--- src/rtl/deser_pkg.sv ---
// Shared definitions for the serial frame receiver: default word width
// and the receiver FSM state encoding.
package deser_pkg;

  // Default number of data bits per frame.
  localparam int DEFAULT_WIDTH = 8;

  // Receiver states; the numeric encoding is fixed so other blocks and
  // debug tools can decode a captured state value.
  typedef enum logic [1:0] {
    ST_IDLE   = 2'd0,
    ST_SHIFT  = 2'd1,
    ST_PARITY = 2'd2
  } state_t;

endpackage

--- src/rtl/word_fifo2.sv ---
// Two-entry first-in first-out word buffer between the frame receiver and
// the parallel consumer. The full flag already accounts for a pop in the
// same cycle, so a full FIFO being drained can still accept a push.
module word_fifo2
  import deser_pkg::*;
#(
  parameter int WIDTH = DEFAULT_WIDTH
) (
  input  logic             C,
  input  logic             R,
  input  logic             push,
  input  logic [WIDTH-1:0] din,
  output logic             full,
  input  logic             pop,
  output logic [WIDTH-1:0] dout,
  output logic             valid
);

  logic [WIDTH-1:0] r_mem [2];
  logic             r_wr_ptr;
  logic             r_rd_ptr;
  logic [1:0]       r_count;

  logic             w_pop;
  logic             w_push;

  // A pop only takes effect when a word is present; a push only when
  // there is room (after counting the same-cycle pop).
  assign w_pop  = pop & (r_count != 2'd0);
  assign full   = (r_count == 2'd2) & ~w_pop;
  assign w_push = push & ~full;

  assign valid  = (r_count != 2'd0);
  assign dout   = r_mem[r_rd_ptr];

  // Storage, pointers and occupancy; the head entry is never overwritten
  // unless it is being popped in the same cycle.
  always_ff @(posedge C) begin
    if (R) begin
      r_mem[0] <= '0;
      r_mem[1] <= '0;
      r_wr_ptr <= 1'b0;
      r_rd_ptr <= 1'b0;
      r_count  <= 2'd0;
    end else begin
      if (w_push) begin
        r_mem[r_wr_ptr] <= din;
        r_wr_ptr        <= ~r_wr_ptr;
      end
      if (w_pop) begin
        r_rd_ptr <= ~r_rd_ptr;
      end
      case ({w_push, w_pop})
        2'b10:   r_count <= r_count + 2'd1;
        2'b01:   r_count <= r_count - 2'd1;
        default: r_count <= r_count;
      endcase
    end
  end

endmodule

--- src/rtl/deserializer_rx.sv ---
// Serial-to-parallel frame receiver. Collects WIDTH data bits (LSB first,
// first bit flagged by S_START) plus one even-parity bit, and queues good
// words in a two-entry FIFO. Parity failures and drops due to a full FIFO
// are reported as one-cycle pulses.
module deserializer_rx
  import deser_pkg::*;
#(
  parameter int WIDTH = DEFAULT_WIDTH
) (
  input  logic             C,
  input  logic             R,
  input  logic             S_VALID,
  input  logic             S_DATA,
  input  logic             S_START,
  output logic [WIDTH-1:0] P_DATA,
  output logic             P_VALID,
  input  logic             P_READY,
  output logic             PAR_ERR,
  output logic             OVERFLOW
);

  localparam int CW = $clog2(WIDTH + 1);

  state_t           r_state;
  logic [CW-1:0]    r_cnt;
  logic [WIDTH-1:0] r_shift;
  logic             r_par;
  logic             r_par_err;
  logic             r_overflow;

  logic [WIDTH:0]   w_cat;
  logic [WIDTH-1:0] w_shift_next;
  logic [CW-1:0]    w_cnt_inc;
  logic             w_par_good;
  logic             w_full;
  logic             w_push;
  logic             w_pop;

  // New bits enter at the top and move down, so after WIDTH bits the
  // first (LSB) bit sits at position 0.
  assign w_cat        = {S_DATA, r_shift};
  assign w_shift_next = w_cat[WIDTH:1];
  assign w_cnt_inc    = r_cnt + CW'(1);

  // Running XOR of the data bits combined with the incoming parity bit.
  assign w_par_good   = ~(r_par ^ S_DATA);

  // A parity bit that is not itself a new frame start completes the frame.
  assign w_push = (r_state == ST_PARITY) & S_VALID & ~S_START
                & w_par_good & ~w_full;
  assign w_pop  = P_VALID & P_READY;

  assign PAR_ERR  = r_par_err;
  assign OVERFLOW = r_overflow;

  // Receiver FSM: only qualified bits advance it; S_START restarts a frame
  // from any state, silently dropping whatever was in progress.
  always_ff @(posedge C) begin
    if (R) begin
      r_state    <= ST_IDLE;
      r_cnt      <= '0;
      r_shift    <= '0;
      r_par      <= 1'b0;
      r_par_err  <= 1'b0;
      r_overflow <= 1'b0;
    end else begin
      r_par_err  <= 1'b0;
      r_overflow <= 1'b0;
      if (S_VALID) begin
        if (S_START) begin
          r_state <= (WIDTH == 1) ? ST_PARITY : ST_SHIFT;
          r_cnt   <= CW'(1);
          r_shift <= w_shift_next;
          r_par   <= S_DATA;
        end else begin
          case (r_state)
            ST_IDLE: begin
              // Stray bits outside a frame are ignored.
            end
            ST_SHIFT: begin
              r_shift <= w_shift_next;
              r_par   <= r_par ^ S_DATA;
              r_cnt   <= w_cnt_inc;
              if (w_cnt_inc == CW'(WIDTH)) begin
                r_state <= ST_PARITY;
              end
            end
            ST_PARITY: begin
              r_state <= ST_IDLE;
              r_cnt   <= '0;
              if (!w_par_good) begin
                r_par_err <= 1'b1;
              end else if (w_full) begin
                r_overflow <= 1'b1;
              end
            end
            default: begin
              r_state <= ST_IDLE;
              r_cnt   <= '0;
            end
          endcase
        end
      end
    end
  end

  word_fifo2 #(
    .WIDTH (WIDTH)
  ) u_fifo (
    .C     (C),
    .R     (R),
    .push  (w_push),
    .din   (r_shift),
    .full  (w_full),
    .pop   (w_pop),
    .dout  (P_DATA),
    .valid (P_VALID)
  );

endmodule

--- config.mk ---
export PLATFORM = sky130hd
export DESIGN_NAME = deserializer_rx
export DESIGN_NICKNAME = d
export VERILOG_FILES = /design/src/rtl/deser_pkg.sv /design/src/rtl/word_fifo2.sv /design/src/rtl/deserializer_rx.sv
export SDC_FILE = /design/constraint.sdc
export NUM_CORES = 1
export LEC_CHECK = 0
export BUFFER_PORTS_ARGS = -buffer_cell sky130_fd_sc_hd__buf_4
export CELL_PAD_IN_SITES_DETAIL_PLACEMENT = 1
export CELL_PAD_IN_SITES_GLOBAL_PLACEMENT = 1
export CORE_MARGIN = 5
export CORE_UTILIZATION = 31
export DETAILED_ROUTE_END_ITERATION = 10
export GPL_TIMING_DRIVEN = 0
export PLACE_DENSITY_LB_ADDON = 0.1
export SLEW_MARGIN = 20
export SYNTH_ARGS = -nofsm -noshare
export SYNTH_HDL_FRONTEND = slang
export SYNTH_SLANG_ARGS = --single-unit
--- constraint.sdc ---
create_clock -name C -period 1.5 [get_ports C]
set_input_delay 0.075 -clock C [delete_from_list [all_inputs] [get_ports C]]
set_output_delay 0.075 -clock C [all_outputs]
set_load 0.005 [all_outputs]
Word-level counts from Yosys, hierarchy flattened. Memories as Yosys holds them, arrays and structs flattened. A register that Yosys moved wholly into a read port is not among the register bits. Index checks and enable logic that the tools add are counted.

Flip-flop bits (word level): 21. RAM bits: 16. Output and inout port bits: 11. Memories: 1.

$add $sub $neg: 3. Eq/ne operators: 8. Mux-type cells: 22. Bitwise gates (word level): 17. Reductions and logical operators: 10.

Memory list: u_fifo.r_mem (words 2, bits a word 8, read ports 1, clocked after Yosys merged registers in 1, write ports 2, line word_fifo2.sv:19) `logic [WIDTH-1:0] r_mem [2];`.

Operator list (count): $mux W8 (3); $mux W1 (13); $and A1 B1 Y1 (8); $not A1 Y1 (8); $pmux W2 S2 (2); $pmux W4 S2 (1); $reduce_or A8 Y1 (1); $eq A2 B2 Y1 const B (3); $reduce_bool A2 Y1 (3); $reduce_or A5 Y1 (1); $add A4 B1 Y4 const B (1); $eq A2 B1 Y1 const B (2); $eq A4 B4 Y1 const B (1); $mux W2 (2); $mux W4 (1); $reduce_and A2 Y1 (2); $reduce_or A4 Y1 (1); $ne A3 B3 Y1 const B (1); $reduce_and A3 Y1 (1); $add A2 B1 Y2 const B (1); $logic_not A2 Y1 (1); $ne A2 B2 Y1 const B (1); $sub A2 B1 Y2 const B (1); $xor A1 B1 Y1 (1).

Longest topological paths before layout. Gate-level depths: netlist (run 1).

Depth in word-level cells: 13. Gate-level depth with buffers: 7. Depth with buffers taken out: 6.

Modules after synthesis. Synthesis (run 1) repeated with hierarchy kept, for this count alone.

Cells, all modules: 159. Area, all modules: 1710.4 um^2.

By module, submodules not included: word_fifo2 (instances 1, cells each 80, area each 945.9 um^2, seq. area each 580.6 um^2); deserializer_rx (instances 1, cells each 79, area each 764.5 um^2, seq. area each 340.3 um^2).

Worst setup path after synthesis (run 1). No wires, ideal clock.

Path kind: register to register. Start: register r_state[1]. End: memory u_fifo.r_mem[1][0] (netlist bit) (enable). Setup time: 330 ps. Data arrival time: 1327 ps. Required time: 1170 ps. Setup slack: -157 ps. Cell stages (with the launch flop): 6. Buffers on the path: 1. Period minus slack after synthesis: 1657 ps. Cell sequence: dfxtp_1 and4bb_1 nor2b_4 and4b_1 buf_6 or2_1.

RTL lines: from (decl) (line deserializer_rx.sv:24) `state_t r_state;`; from (signal assigned) (line deserializer_rx.sv:71) `r_state <= (WIDTH == 1) ? ST_PARITY : ST_SHIFT;`; to (decl) (line word_fifo2.sv:19).

Final worst setup path (run 1).
Start: register r_state[0]. End: register u_fifo.r_count[1].

Cells in the longest elaborated chain, start to end: 8.

RTL lines: $eq A2 B2 Y1 (*) (line deserializer_rx.sv:49) `assign w_push = (r_state == ST_PARITY) & S_VALID & ~S_START`; $and A1 B1 Y1 (*) (2 in a row) (line deserializer_rx.sv:49); $and A1 B1 Y1 (*) (2 in a row) (line deserializer_rx.sv:50) `& w_par_good & ~w_full;`; $and A1 B1 Y1 (*) (line word_fifo2.sv:31) `assign w_push = push & ~full;`; $eq A2 B1 Y1 or $eq A2 B2 Y1 (tied branches) (line word_fifo2.sv:53) `case ({w_push, w_pop})`; $pmux W2 S2 or $reduce_bool A2 Y1 (tied branches); to (signal assigned) (line word_fifo2.sv:54) `2'b10: r_count <= r_count + 2'd1;`; to (signal assigned) (line word_fifo2.sv:55) `2'b01: r_count <= r_count - 2'd1;`; to (signal assigned) (line word_fifo2.sv:56) `default: r_count <= r_count;`; to (decl) (line word_fifo2.sv:22) `logic [1:0] r_count;`.

Mark *: on every way between the ends. The rest lies on a longest branch, timed or not. A chain may end at the register's enable or synchronous reset.

==> impl_results.md, run 1 <==
* Sequential area share after synthesis at 55.3%
* Reg power frac at 58.0%
* Critical path startpoint category: register
* Crit-path leading delay family: simple AND/OR/NAND/NOR gates
* Core area at 0.00517 mm^2
* Xor and xnor fraction of the mapped netlist area at 4.21%
* Clock skew at 7.51 ps
* DR pass1 iterations at 4
* DR WL/cell at 13.6 um
* Total power at 1.91 mW
* Syn nets at 153
* Met2 usage at 17.3%
* Max_cap viols at 0
* Violated checks: setup timing
* Busiest grt layer: met2
* Clock tree buffer depth at 2
* DR iter-0 viols at 40
* N_diodes at 0
* EDFF count, synth at 16
* Layout Cell Area excl Fill at 0.00212 mm^2
* Critical Path RT at 1720 ps
* Synth Area in Compound Gates at 7.14%
* Routed Antenna Nets at 0
* Synth Register Bits at 38
* WHS at 72.8 ps
* I/O pins at 17
* Max Clk Rate at 611 MHz
* Peak VDD IR at 0.000332 V
* Largest net degree at the start of global routing at 13
* Max H-tree Level at 2
* Area grow syn2layout at 27.2%
* Slew Viols, Final at 0
* Root Buffer: clkbuf_8
* Crit path cell chain: and4bb_2 > nand3b_4 > ha_4 > xnor2_2 > or3_1 > a21oi_2
* Top post-synthesis cells by area: edfxtp_1, dfxtp_1, and2_1, mux2_2, mux2i_1
* Mux share of post-synthesis cell area at 9.62%
* Syn Inst Count at 145
* Sw power at 0.430 mW
* Pleak at 0.834 nW
* Largest family of logic cells by synthesized area: simple AND/OR/NAND/NOR gates
* Final setup margin at -138 ps
* Residual DRC at 0
* Syn avg cell area at 11.5 um^2
* Synth warnings at 0
* Initial core utilization at 32.2%
* Global-route met3 utilization at 3.47%
* Final worst path period share at 109%
* Die Ht at 83.3 um
* # setup viols final at 18
* CP Max Fanout at 4
* Synth Flop Type: dfxtp_1
* Unrepaired setup endpoints after global routing: yes
* Met1 Resource Use GR at 11.6%
* Die Area at 0.00693 mm^2
* Clock network power share at 35.0%
* Worst rel slew slack at 64.7%
* Crit path kind: reg -> reg
* Total GRT Usage at 10.1%
* Top-area cell type share of the netlist area at 28.9%
* CP endpoint kind: register
* Post-synthesis adder-cell area fraction at 1.50%
* Crit path largest cell delay at 350 ps
* Nets at 182
* Placed cell area at 0.00190 mm^2
* Crit path buf inv count at 0
* Min cycle time layout at 1640 ps
* Crit-path slowest cell: and4bb_2
* Row cnt at 26
* Initial antenna violation count at 0
* Cts bufs inserted at 5
* Non-filler instance count after layout at 245
* Switching Fraction at 22.4%
* Combinational Power Share at 7.0%
* Post-synth ARST share at 0%
* Final Hold Viols at 0
* Clk_lat worst skew at 290 ps
* Worst Max-Slew Pin Slew at 529 ps
* DP Wirelength at 2370 um
* DRT Wirelength at 3340 um
* Status: complete, but fails checks
* Unique cell type count in the Yosys netlist at 37
* CTS clk-pin slew, worst paths at 70 ps
* IO buf count at 15
* Worst Hold Class: in -> reg
* Hold Buf Count CTS at 0
* Gp weighted congestion at 0.797
* Share of layout cells above drive strength 1 at 36.6%
* Vias in the first global route at 1,179
* Util after Layout at 40.9%
* Die W at 83.3 um
* First-pass GRT wire length at 5650 um
* Power Density at 904 mW/mm^2
* Internal power at 1.48 mW
* Placed Instances at 230
* Clk sink count at 38
* CTS tree: yes
* Leading area contributor after synthesis: edfxtp_1
* Remaining global-route overflow at 0
* Via count at 1,132
* Netlist Area Pre-Place at 0.00166 mm^2
* Arrival time at the worst endpoint at 1860 ps
* Vias per cell at 4.62
* Post-synthesis simple-gate area fraction at 19.6%
-- tightest hold or removal path: stages --
cell and delay (ps):
buf_6 120, nand2_1 70, a21oi_1 60
-- worst paths after layout --
kind	from	end	slack (ps)	cells past startpoint
worst max-delay path	r_state[0]$_SDFFE_PP0P_	u_fifo.r_count[1]$_SDFFE_PP0P_	-140	6
worst min-delay path	S_START	r_state[0]$_SDFFE_PP0P_	70	3
worst max register to register	r_state[0]$_SDFFE_PP0P_	u_fifo.r_count[1]$_SDFFE_PP0P_	-140	6
worst min register to register	r_shift[7]$_SDFFE_PP0P_	r_shift[7]$_SDFFE_PP0P_	490	2
-- cell usage in the layout, fill, tap and decap left out, drive strengths merged, types with 5 or more instances in the layout --
master / n
and2: 17
o21ai: 5
nand2: 8
mux2i: 7
clkbuf: 8
nor2: 14
edfxtp: 16
buf: 26
mux2: 8
a21oi: 6
dfxtp: 22
xnor2: 5
-- synthesized netlist by cell type, drive strengths merged, types with 3 or more instances --
| cell | number |
|---|---|
| edfxtp | 16 |
| mux2i | 7 |
| a21oi | 6 |
| nor2 | 14 |
| xnor2 | 5 |
| dfxtp | 22 |
| and2 | 17 |
| mux2 | 8 |
| o21ai | 5 |
| clkbuf | 3 |
| nor2b | 4 |
| buf | 3 |
| nand2 | 8 |
| xor2 | 3 |
-- cell families (layout without fill, tap and decap cells) --
family	count (synthesis)	count (layout)
flip-flops	38	38
adder cells (fa/ha/maj)	2	2
multiplexers	15	15
AND/OR/NAND/NOR	57	57
XOR/XNOR	8	8
buffers and inverters	7	37
AO/OA/AOI/OAI	18	18
-- power by group through the flow --
stage | combinational, mW | sequential (mW) | clock, mW
5_1_grt | 0.148 | 1.11 | 0.740
4_1_cts | 0.127 | 1.11 | 0.705
3_5_place_dp | 0.122 | 1.14 | 0
3_3_place_gp | 0.117 | 1.14 | 0
2_1_floorplan | 0.0771 | 1.14 | 0
6_report | 0.135 | 1.11 | 0.670
-- flip-flops by register name (all words and copies together), names as in the netlist, named ones only --
| signal | cells |
|---|---|
| r_state | 2 |
| r_shift | 8 |
| PAR_ERR | 1 |
| OVERFLOW | 1 |
| u_fifo.r_count | 2 |
| u_fifo.r_rd_ptr | 1 |
| r_cnt | 4 |
| u_fifo.r_wr_ptr | 1 |
| r_par | 1 |
| u_fifo.r_mem | 16 |
-- cell type report --
type	count	area [um^2]
Tap cell	70	87.6
Fill cell	563	3060
Buffer	4	23.8
Clock inverter	2	10.0
Clock buffer	6	72.6
Multi-Input combinational cell	100	786
Sequential cell	38	933
Inverter	1	3.75
Timing Repair Buffer	24	200
-- per-layer routing --
layer	routed length, um	vias up
met5	0	-
met4	49	0
met3	135	7
met2	1690	17
met1	1470	548
li1	-	560
-- repair_timing --
item / 4_1_cts / 5_1_grt
setup buffers: 4 / 6
pin swaps: 5 / 6
resized for setup: 8 / 11
endpoints found under the setup margin: 36 / 41
-- stage by stage --
step | TNS (ps) | setup WS [ps]
floorplan | -384 | -43.4
global placement | -3180 | -209
detailed placement | -3040 | -253
CTS | -2500 | -151
global route | -3900 | -202
finish | -1410 | -138
(Power assumes the default switching activity.)
==> run 2, diff against run 1 <==
--- a/config.mk
+++ b/config.mk
@@ -13,6 +13,7 @@
 export DETAILED_ROUTE_END_ITERATION = 10
 export GPL_TIMING_DRIVEN = 0
 export PLACE_DENSITY_LB_ADDON = 0.1
+export RECOVER_POWER = 50
 export SLEW_MARGIN = 20
 export SYNTH_ARGS = -nofsm -noshare
 export SYNTH_HDL_FRONTEND = slang
==> run 2 against run 1 <==
  * The flow still finishes with violations (setup timing)
  * Setup slack about the same
  * First-iteration DRC count unchanged
  * Sequential power about the same
  * Highest routed layer unchanged
  * Hold slack unchanged
==> impl_results.md, run 2 (same netlist as run 1, synthesis figures left out) <==
* Status: complete, but fails checks
* Violated checks: setup timing
* Min cycle time layout at 1640 ps (+0.0330 ps)
* First-pass GRT wire length at 5650 um (unchanged)
* Routed Antenna Nets at 0 (unchanged)
* Register area at 933 um^2 (unchanged)
* CP Max Fanout at 4 (unchanged)
* Nets at 182 (unchanged)
* Via count at 1,132 (unchanged)
* Crit-path slowest cell: and4bb_2
* Worst Hold Class: in -> reg
* Largest registers: u_fifo.r_mem: 16 flops, r_shift: 8 flops, r_cnt: 4 flops
* Peak VDD IR at 0.000332 V (unchanged)
* Unrepaired setup endpoints after global routing: yes
* Multi-input gate area at 786 um^2 (unchanged)
* Crit path largest cell delay at 350 ps (about the same)
* IO buf count at 15 (unchanged)
* # setup viols final at 18 (unchanged)
* DR WL/cell at 13.6 um (about the same)
* Core area at 0.00517 mm^2 (unchanged)
* DR iter-0 viols at 40 (unchanged)
* Max FFs per register at 16 (unchanged)
* Die Ht at 83.3 um (unchanged)
* Power Density at 904 mW/mm^2 (about the same)
* Arrival time at the worst endpoint at 1860 ps (about the same)
* Util after Layout at 40.9% (unchanged)
* Crit path kind: reg -> reg
* DR pass1 iterations at 4 (unchanged)
* Area grow syn2layout at 27.2% (unchanged)
* CTS clk-pin slew, worst paths at 70 ps (about the same)
* Busiest grt layer: met2
* Crit path cell chain: and4bb_2 > nand3b_4 > ha_4 > xnor2_2 > or3_1 > a21oi_2
* Worst Max-Slew Pin Slew at 530 ps (+0.598 ps)
* Pleak at 0.833 nW (-0.14%)
* Cts bufs inserted at 5 (unchanged)
* Die W at 83.3 um (unchanged)
* Remaining global-route overflow at 0 (unchanged)
* Final Hold Viols at 0 (unchanged)
* Row cnt at 26 (unchanged)
* Critical Path RT at 1720 ps (about the same)
* Residual DRC at 0 (unchanged)
* Global-route met3 utilization at 3.47% (unchanged)
* Initial core utilization at 32.2% (unchanged)
* CP endpoint kind: register
* Vias per cell at 4.62 (unchanged)
* Total GRT Usage at 10.1% (unchanged)
* Gp weighted congestion at 0.797 (unchanged)
* Met2 usage at 17.3% (unchanged)
* Max_cap viols at 0 (unchanged)
* Max H-tree Level at 2 (unchanged)
* I/O pins at 17 (unchanged)
* Clk sink count at 38 (unchanged)
* Die Area at 0.00693 mm^2 (unchanged)
* Clock skew at 7.51 ps (unchanged)
* DP Wirelength at 2370 um (unchanged)
* Most frequent cells in the layout: buf_4, dfxtp_1, edfxtp_1, nor2_1, and2_1
* Slew Viols, Final at 0 (unchanged)
* Initial antenna violation count at 0 (unchanged)
* Commonest non-fill, non-tap cell in the layout: buf_4
* Final worst path period share at 109% (about the same)
* Number of fill cells at 563 (unchanged)
* DRT Wirelength at 3340 um (about the same)
* Total power at 1.91 mW (about the same)
* Final setup margin at -138 ps (-0.0330 ps)
* Clk_lat worst skew at 290 ps (about the same)
* Met1 Resource Use GR at 11.6% (unchanged)
* Worst rel slew slack at 64.7% (about the same)
* CTS tree: yes
* Root Buffer: clkbuf_8
* Largest net degree at the start of global routing at 13 (unchanged)
* Max Clk Rate at 611 MHz (about the same)
* Clock tree buffer depth at 2 (unchanged)
* Critical path startpoint category: register
* Share of layout cells above drive strength 1 at 36.6% (unchanged)
* N_diodes at 0 (unchanged)
* Largest Register: u_fifo.r_mem
* Vias in the first global route at 1,179 (unchanged)
==> run 2: cell types whose count changed in the layout (fill, tap and decap cells not counted) <==
cell | previous run | this run
clkbuf_4 | 0 | 2
buf_4 | 21 | 19
==> run 2: power by group <==
part / switching [mW] / internal (mW) / total (mW)
Clock: 0.348 / 0.322 / 0.670
Combinational: 0.0696 / 0.0652 / 0.135
Sequential: 0.0122 / 1.10 / 1.11
Total: 0.430 / 1.48 / 1.91
==> run 2: worst max-delay path: cells and delay by family, from the launching register on <==
family,cells,cell delay (ps)
AO/OA/AOI/OAI,1,120
XOR/XNOR,1,120
adder cells (fa/ha/maj),1,190
flip-flops,1,340
AND/OR/NAND/NOR,3,790
==> run 2: routing by layer <==
layer | part of all wire, % | vias to the layer above
met5 | 0 | -
met4 | 1.5 | 0
met3 | 4.0 | 7
met2 | 51 | 17
met1 | 44 | 548
li1 | - | 560
==> run 2: stage by stage <==
stage          area, um^2  instances  hold slack (ps)  setup TNS [ps]  setup WS, ps
2_1_floorplan        1700        145              255            -384         -43.4
3_3_place_gp         1900        230              380           -3180          -209
3_5_place_dp         1900        230              385           -3040          -253
4_1_cts              2030        241             67.7           -2500          -151
5_1_grt              2120        245             70.8           -3900          -202
6_report             2120        245             72.8           -1410          -138
==> run 2: final cells by class <==
class | instances | share of cell area [%]
inverters | 1 | 0.177
flip-flops and latches | 38 | 44.1
clock buffers | 6 | 3.43
plain buffers | 4 | 1.12
clock inverters | 2 | 0.473
well taps | 70 | 4.14
multi-input cells | 100 | 37.1
repair buffers | 24 | 9.46
==> run 2: timing repair <==
| item | CTS | global route |
|---|---|---|
| hold buffers | 0 | 0 |
| endpoints found under the setup margin | 36 | 41 |
| pin swaps | 5 | 6 |
| gates resized for setup | 8 | 11 |
| setup buffers | 4 | 6 |
==> run 2: worst paths after layout <==
check / slack (ps) / start / to / depth (start not counted)
max reg2reg: -140 / r_state[0]$_SDFFE_PP0P_ / u_fifo.r_count[1]$_SDFFE_PP0P_ / 6
min: 70 / S_START / r_state[0]$_SDFFE_PP0P_ / 3
min reg2reg: 490 / r_shift[7]$_SDFFE_PP0P_ / r_shift[7]$_SDFFE_PP0P_ / 2
max: -140 / r_state[0]$_SDFFE_PP0P_ / u_fifo.r_count[1]$_SDFFE_PP0P_ / 6
